--- src/rtl/wb_byte_master.sv ---
// Single-outstanding Wishbone initiator that moves one byte per command to an 8-bit responder.
// Optional STB timeout is enabled by defining WB_BYTE_MASTER_TIMEOUT_EN.
`timescale 1ns/1ps

module wb_byte_master #(
  parameter int unsigned TIMEOUT_CYC = 16
) (
  input  logic       CLK_I,
  input  logic       RST_I,
  input  logic       CMD_VALID,
  output logic       CMD_READY,
  input  logic       CMD_WE,
  input  logic [7:0] CMD_WDATA,
  output logic       RSP_VALID,
  output logic [7:0] RSP_RDATA,
  output logic       RSP_ERR,
  output logic       STB_O,
  output logic       WE_O,
  output logic [7:0] DAT_O,
  input  logic [7:0] DAT_I,
  input  logic       ACK_I
);

  localparam int unsigned DW = 8;

  typedef enum logic [1:0] {
    IDLE = 2'd0,
    REQ  = 2'd1,
    RSP  = 2'd2
  } state_t;

  generate
    if (TIMEOUT_CYC < 1) begin : g_bad_timeout
      $error("wb_byte_master: TIMEOUT_CYC must be at least 1");
    end
  endgenerate

  state_t          state, state_n;
  logic            stb_n, we_n, rsp_valid_n, rsp_err_n;
  logic [DW-1:0]   dat_n, rsp_rdata_n;

`ifdef WB_BYTE_MASTER_TIMEOUT_EN
  localparam int unsigned CW = $clog2(TIMEOUT_CYC + 1);
  localparam logic [CW-1:0] CNT_LAST = CW'(TIMEOUT_CYC - 1);
  localparam logic [CW-1:0] CNT_MAX  = {CW{1'b1}};

  logic [CW-1:0] cnt, cnt_n;
`endif

  assign CMD_READY = (state == IDLE);

  // State and registered outputs.
  always_ff @(posedge CLK_I or posedge RST_I) begin
    if (RST_I) begin
      state     <= IDLE;
      STB_O     <= 1'b0;
      WE_O      <= 1'b0;
      DAT_O     <= '0;
      RSP_VALID <= 1'b0;
      RSP_RDATA <= '0;
      RSP_ERR   <= 1'b0;
    end else begin
      state     <= state_n;
      STB_O     <= stb_n;
      WE_O      <= we_n;
      DAT_O     <= dat_n;
      RSP_VALID <= rsp_valid_n;
      RSP_RDATA <= rsp_rdata_n;
      RSP_ERR   <= rsp_err_n;
    end
  end

`ifdef WB_BYTE_MASTER_TIMEOUT_EN
  always_ff @(posedge CLK_I or posedge RST_I) begin
    if (RST_I) begin
      cnt <= '0;
    end else begin
      cnt <= cnt_n;
    end
  end
`endif

  // Next-state and next-output logic.
  always_comb begin
    state_n     = state;
    stb_n       = STB_O;
    we_n        = WE_O;
    dat_n       = DAT_O;
    rsp_valid_n = 1'b0;
    rsp_rdata_n = RSP_RDATA;
    rsp_err_n   = RSP_ERR;
`ifdef WB_BYTE_MASTER_TIMEOUT_EN
    cnt_n       = cnt;
`endif

    case (state)
      IDLE: begin
        if (CMD_VALID) begin
          stb_n   = 1'b1;
          we_n    = CMD_WE;
          dat_n   = CMD_WDATA;
          state_n = REQ;
`ifdef WB_BYTE_MASTER_TIMEOUT_EN
          cnt_n   = '0;
`endif
        end
      end

      REQ: begin
        if (ACK_I) begin
          stb_n       = 1'b0;
          we_n        = 1'b0;
          rsp_valid_n = 1'b1;
          rsp_err_n   = 1'b0;
          if (!WE_O) begin
            rsp_rdata_n = DAT_I;
          end
          state_n = RSP;
        end
`ifdef WB_BYTE_MASTER_TIMEOUT_EN
        // ACK on the final cycle takes priority over the timeout.
        else if (cnt == CNT_LAST) begin
          stb_n       = 1'b0;
          we_n        = 1'b0;
          rsp_valid_n = 1'b1;
          rsp_err_n   = 1'b1;
          state_n     = RSP;
        end else if (cnt != CNT_MAX) begin
          cnt_n = cnt + CW'(1);
        end
`endif
      end

      RSP: begin
        state_n = IDLE;
      end

      default: begin
        state_n = IDLE;
      end
    endcase
  end

endmodule
--- config.mk ---
export PLATFORM = sky130hd
export DESIGN_NAME = wb_byte_master
export DESIGN_NICKNAME = d
export VERILOG_FILES = /design/src/rtl/wb_byte_master.sv
export SDC_FILE = /design/constraint.sdc
export NUM_CORES = 1
export LEC_CHECK = 0
export ABC_CLOCK_PERIOD_IN_PS = 2700
export BUFFER_PORTS_ARGS = -buffer_cell sky130_fd_sc_hd__buf_2
export CORE_MARGIN = 2
export CORE_UTILIZATION = 45
export CTS_BUF_LIST = sky130_fd_sc_hd__clkbuf_8
export DETAILED_ROUTE_END_ITERATION = 8
export PLACE_DENSITY_LB_ADDON = 0.2
export SLEW_MARGIN = 40
export SYNTH_ARGS = -nofsm -noshare
export SYNTH_HDL_FRONTEND = slang
export SYNTH_SLANG_ARGS = --single-unit
--- constraint.sdc ---
create_clock -name CLK_I -period 2.7 [get_ports CLK_I]
set_input_delay 0.405 -clock CLK_I [delete_from_list [all_inputs] [get_ports CLK_I]]
set_output_delay 0.405 -clock CLK_I [all_outputs]
set_load 0.005 [all_outputs]
==> results of run 1 <==
## through the flow
stage	util, %	setup WS [ns]	hold slack, ns
final	63.8	1.20	0.153
after global routing	63.8	1.08	0.182
after CTS	63.8	1.17	0.309
after detailed placement	61.2	1.10	0.491
after global placement	61.2	1.14	0.484
after floorplan	-	1.36	0.382
## power breakdown
| part | switching (mW) | internal [mW] | total [mW] | leakage (nW) |
|---|---|---|---|---|
| Sequential | 0.0695 | 0.442 | 0.511 | 0.250 |
| Clock | 0.0869 | 0.101 | 0.188 | 0.0269 |
| Combinational | 0.131 | 0.241 | 0.372 | 0.306 |
## per-layer routing
layer	GRT usage, %	vias to the layer above	part of all wire [%]
met1	19.9	271	43
met4	6.49	0	0.66
met2	21.3	19	49
li1	-	283	-
met3	3.77	2	6.8
met5	0	-	0
## worst paths after layout
| check | startpoint | to | cells past startpoint |
|---|---|---|---|
| max reg2reg | state[1]$_DFFE_PP0P_ | DAT_O[4]$_DFFE_PP0P_ | 3 |
| min in group CLK_I | CMD_WDATA[7] | DAT_O[7]$_DFFE_PP0P_ | 2 |
| max | state[1]$_DFFE_PP0P_ | DAT_O[4]$_DFFE_PP0P_ | 3 |
| min | RST_I | RSP_RDATA[4]$_DFFE_PP0P_ | 2 |
| max in group asynchronous | RST_I | RSP_VALID$_DFF_PP0_ | 2 |
| min reg2reg | RSP_RDATA[0]$_DFFE_PP0P_ | RSP_RDATA[0]$_DFFE_PP0P_ | 1 |
## worst max-delay path: stages, from the launching register on
cell     delay [ns]
dfrtp_1        0.44
nor2b_1        0.19
and2_1         0.37
mux2_2         0.39
## registers in the layout, summed over array words and instances (netlist names)
| register | count |
|---|---|
| RSP_RDATA | 8 |
| DAT_O | 8 |
| WE_O | 1 |
| STB_O | 1 |
| RSP_VALID | 1 |
| state | 2 |
## cell type report
type | instances | share of cell area [%]
Clock buffer | 3 | 3.67
Clock inverter | 1 | 0.334
Inverter | 3 | 1.00
Multi-Input combinational cell | 33 | 27.0
Sequential cell | 21 | 46.7
Tap cell | 25 | 2.78
Timing Repair Buffer | 41 | 18.5
## logic make-up (layout without fill, tap and decap cells)
| group | count (synthesis) | after routing |
|---|---|---|
| buf+inv | 6 | 48 |
| compound gates | 6 | 6 |
| simple gates | 10 | 10 |
| mux | 16 | 16 |
| flops | 21 | 21 |
| other cells | 1 | 1 |
## placed cells by master, fill, tap and decap left out
master    count
a21oi_1       2
and2_1        1
and3b_1       2
buf_2        40
buf_4         1
clkbuf_8      3
conb_1        1
dfrtp_1      21
inv_1         3
inv_2         1
mux2_2        8
mux2_4        8
nor2_1        3
nor2b_1       4
o21ai_0       4
==> results by group, run 1 <==
GRT
  • First-pass GRT wire length: 2.17 mm
  • Largest net degree at the start of global routing: 22
  • GR Util All Layers: 14.4%
  • Number of global-route vias before repair: 514
  • Antenna violations before repair: 0
  • Remaining Overflow, GRT: 0

Clock network
  • H-tree levels: 1
  • Clock Tree Root: clkbuf_8
  • CTS Sinks: 21
  • Hold_buf cts: 0
  • Post-CTS Setup Inserts: 0
  • PostCTS Resize Cnt: 0
  • Total CTS buffers: 3
  • Reg clk slew, reported paths: 0.07 ns
  • Worst skew pair latency: 0.25 ns
  • CTS tree: done
  • Clock Path Buffers: 2

Floorplanning
  • Die Ht: 47.8 um
  • Die area: 0.00229 mm2
  • Starting Density: 49.0%
  • Die Wd: 47.8 um
  • # IOs: 42
  • Core Box Area: 0.00176 mm2
  • Site row count: 15

Flow run
  • Maxcap violations: 0

Place
  • I/O Buffers: 40
  • Last weighted congestion value of the routability-driven placer: 0.764
  • Dpl cells: 123
  • Post-DP HPWL: 1.17 mm
  • DP Area: 0.00108 mm2

Drt
  • Initial DRT Pass Iterations: 1
  • Via Count: 575
  • DR vias/cell: 4.53
  • Routed len/inst: 11.9 um
  • WL final: 1.52 mm
  • DR iter-0 viols: 0
  • Drt drc: 0
  • DRT antenna net count: 0

Timing
  • Setup tns final: 0 ns
  • Slew Limit Fails: 0
  • Layout Skew: 0.00154 ns
  • Hold Fails Final Rpt: 0
  • Fmax: 666 MHz
  • RSZ-0062 raised after global routing: no
  • Fin crit share: 55.6%
  • Final Setup Violations: 0
  • Tmin final: 1.50 ns

Power
  • Overall power: 1.07 mW
  • Leakage: 0.583 nW
  • Pwr Density: 952 mW/mm2
  • Peak supply drop: 0.430 mV

Synth
  • Post-synth EDFFs: 0
  • Synth top area cells: dfrtp_1, mux2_4, mux2_2, nor2b_1, o21ai_0
  • Post-Synth Adder-Cell Area: 0%
  • Register area share after synthesis: 60.8%
  • Mapped Cells: 60
  • Post-synth top area cell: dfrtp_1
  • Post-synthesis xor/xnor area fraction: 0%
  • Largest family of logic cells by synthesized area: multiplexers
  • Most frequent cell after synthesis: dfrtp_1
  • Synth unique cells: 14
  • Async SR Flop Fraction: 100%
  • #FFs+latches synth: 21
  • Compound-Gate Fraction of Synth Area: 3.47%
  • Yosys warns: 0
  • Post-synthesis mux area share: 24.3%
  • Top FF cell, synth: dfrtp_1
  • Simple-gate share of the synthesized area: 6.95%
  • Synthesized area: 865 um2
  • Synth top area share: 60.8%
  • Top cells by count, synth: dfrtp_1, mux2_2, mux2_4, nor2b_1, o21ai_0
  • Synth Net Count: 81
  • Avg Cell Area, Syn: 14.4 um2

Finish
  • Area Overhead vs Synth: 30.1%
  • Finished Layout Cells: 127
  • FILL cells: 175
  • # diodes: 0
  • Final instance area: 0.00112 mm2
  • Multi-input logic area: 304 um2
  • Share of cells above drive strength 1: 59.8%
  • FF+latch area: 526 um2
  • Final net count: 124

Critical path
  • CP Launch Type: register
  • Worst EP required: 2.83 ns
  • Maximum fanout along the worst path: 8
  • Crit end category: register
  • R2R Setup Slk: 1.20 ns
  • Critical Path AT: 1.63 ns
  • WS Path Type: register to register

Outcome
  • Status: finished, final reports clean

Worst hold path
  • Worst min-delay path class: input pin to asynchronous set/reset pin
Power figures use the tool's default switching activity.
==> run 2: changes to the inputs <==
ABC_CLOCK_PERIOD_IN_PS = 1400   (was 2700)
clock period = 1.4 ns   (was 2.7 ns; I/O delays follow)
==> run 2 against run 1 <==
  * First-iteration DRC count up 1
  * Die area unchanged
  * Highest routed layer unchanged
  * Cell area up 5.9%
  * Count of clock-buffer cells in the layout unchanged
  * Clock power up 110%
  * Sequential power up 92%
  * Final cell count up 4.7%
  * Flip-flop and latch count unchanged
  * Critical path type unchanged
==> results by group, run 2 (synthesis results as in run 1) <==
Drt
  • DR vias/cell: 4.68 (was 4.53)
  • Drt drc: 0 (unchanged)
  • DR iter-0 viols: 1 (was 0)
  • DRT antenna net count: 0 (unchanged)
  • Via Count: 622 (was 575)
  • Routed len/inst: 12.4 um (was 11.9 um)
  • Initial DRT Pass Iterations: 2 (was 1)
  • WL final: 1.65 mm (was 1.52 mm)

Critical path
  • Critical Path AT: 1.51 ns (was 1.63 ns)
  • CP Launch Type: register (unchanged)
  • Worst EP required: 1.54 ns (was 2.83 ns)
  • Crit path from: state[1]$_DFFE_PP0P_ (unchanged)
  • Crit end category: register (unchanged)
  • Maximum fanout along the worst path: 8 (unchanged)
  • Reg-to-reg startpoint: state[1]$_DFFE_PP0P_ (unchanged)
  • R2R Setup Slk: 0.03 ns (was 1.20 ns)
  • WS Path Type: register to register (unchanged)

Floorplanning
  • Die Wd: 47.8 um (unchanged)
  • Starting Density: 49.0% (unchanged)
  • Site row count: 15 (unchanged)
  • Die Ht: 47.8 um (unchanged)
  • # IOs: 42 (unchanged)
  • Die area: 0.00229 mm2 (unchanged)
  • Core Box Area: 0.00176 mm2 (unchanged)

Timing
  • Fmax: 732 MHz (was 666 MHz)
  • Fin crit share: 97.6% (was 55.6%)
  • Setup tns final: 0 ns (unchanged)
  • RSZ-0062 raised after global routing: yes (was no)
  • Setup ws final: 0.0337 ns (was 1.20 ns)
  • Slew Limit Fails: 0 (unchanged)
  • WHS: 0.180 ns (was 0.153 ns)
  • Layout Skew: 0.00911 ns (was 0.00154 ns)
  • Tmin final: 1.37 ns (was 1.50 ns)
  • Final Setup Violations: 0 (unchanged)
  • Hold Fails Final Rpt: 0 (unchanged)

GRT
  • Number of global-route vias before repair: 588 (was 514)
  • GR Util All Layers: 15.9% (was 14.4%)
  • Largest net degree at the start of global routing: 14 (was 22)
  • Remaining Overflow, GRT: 0 (unchanged)
  • First-pass GRT wire length: 2.52 mm (was 2.17 mm)
  • Antenna violations before repair: 0 (unchanged)

Worst hold path
  • Hold_sp: DAT_I[3]
  • Worst min-delay path class: input pin to register (was input pin to asynchronous set/reset pin)

Finish
  • # diodes: 0 (unchanged)
  • FILL cells: 155 (was 175)
  • Finished Layout Cells: 133 (was 127)
  • Share of cells above drive strength 1: 63.0% (was 59.8%)
  • Area Overhead vs Synth: 37.8% (was 30.1%)
  • Most frequent cells in the layout: buf_2, dfrtp_1, mux2_4, mux2_2, buf_4 (was buf_2, dfrtp_1, mux2_4, mux2_2)
  • Final net count: 130 (was 124)
  • Top Registers: DAT_O: 8 flops, RSP_RDATA: 8 flops, state: 2 flops (unchanged)
  • Commonest non-fill, non-tap cell in the layout: buf_2 (unchanged)

Place
  • Setup WS pre-CTS: -0.0124 ns (was 1.10 ns)
  • Post-DP HPWL: 1.25 mm (was 1.17 mm)
  • Dpl cells: 127 (was 123)
  • Last weighted congestion value of the routability-driven placer: 0.690 (was 0.764)
  • I/O Buffers: 40 (unchanged)

Clock network
  • Total CTS buffers: 3 (unchanged)
  • CTS tree: done (unchanged)
  • Reg clk slew, reported paths: 0.08 ns (was 0.07 ns)
  • H-tree levels: 1 (unchanged)
  • CTS Sinks: 21 (unchanged)
  • Worst skew pair latency: 0.25 ns (about the same)
  • Clock Tree Root: clkbuf_8 (unchanged)
  • Clock Path Buffers: 2 (unchanged)

Flow run
  • Maxcap violations: 0 (unchanged)

Power
  • Overall power: 2.15 mW (was 1.07 mW)
  • Pwr Density: 1810 mW/mm2 (was 952 mW/mm2)
  • Peak supply drop: 1.26 mV (was 0.430 mV)
  • Leakage: 0.617 nW (was 0.583 nW)

Outcome
  • Status: finished, final reports clean (unchanged)
[run 2: routing by layer]
layer	track usage, %	wire (um)	share of wire, %	vias to the layer above
met5	0	0	0	-
met2	27.2	813	49	19
met4	4.86	21	1.3	0
met1	19.8	718	43	308
met3	3.77	98	5.9	2
li1	-	-	-	293
[run 2: final timing paths]
check                                            to  cells after the start
setup / recovery           RSP_RDATA[7]$_DFFE_PP0P_                      4
hold / removal             RSP_RDATA[3]$_DFFE_PP0P_                      2
setup reg to reg           RSP_RDATA[7]$_DFFE_PP0P_                      4
hold reg to reg                DAT_O[1]$_DFFE_PP0P_                      1
max in group asynchronous      state[0]$_DFFE_PP0P_                      4
min in group asynchronous  RSP_RDATA[0]$_DFFE_PP0P_                      3
[run 2: where the power goes]
part	internal [mW]	switching [mW]	leakage, nW
Combinational	0.509	0.277	0.342
Sequential	0.852	0.128	0.250
Clock	0.198	0.189	0.0255
Total	1.56	0.594	0.617
[run 2: layout make-up]
class,instances,area [um2],area share [%]
repair buffers,47,263,22.1
well taps,25,31.3,2.63
inverters,3,11.3,0.945
clock buffers,3,41.3,3.47
clock inverters,1,5.00,0.420
flip-flops and latches,21,526,44.1
multi-input cells,33,314,26.4
[run 2: per-stage QoR]
step           utilization (%)  instance area (um2)
6_report                  67.5                 1190
5_1_grt                   67.5                 1190
4_1_cts                   66.2                 1170
3_5_place_dp              62.9                 1110
3_3_place_gp              62.9                 1110
2_1_floorplan                -                  865
[run 2: worst max-delay path: stages, from the launching register on]
cell,delay (ns)
dfrtp_1,0.41
and3b_1,0.24
nor2b_4,0.15
buf_8,0.15
mux2_4,0.31
[run 2: repair_timing]
| item | in CTS | in global routing |
|---|---|---|
| resized for setup | 1 | 5 |
| gates cloned | 0 | 0 |
| hold buffers | 1 | 0 |
| endpoints found under the hold margin | 8 | 0 |
| buffers inserted | 0 | 1 |
| endpoints found under the setup margin | 8 | 9 |
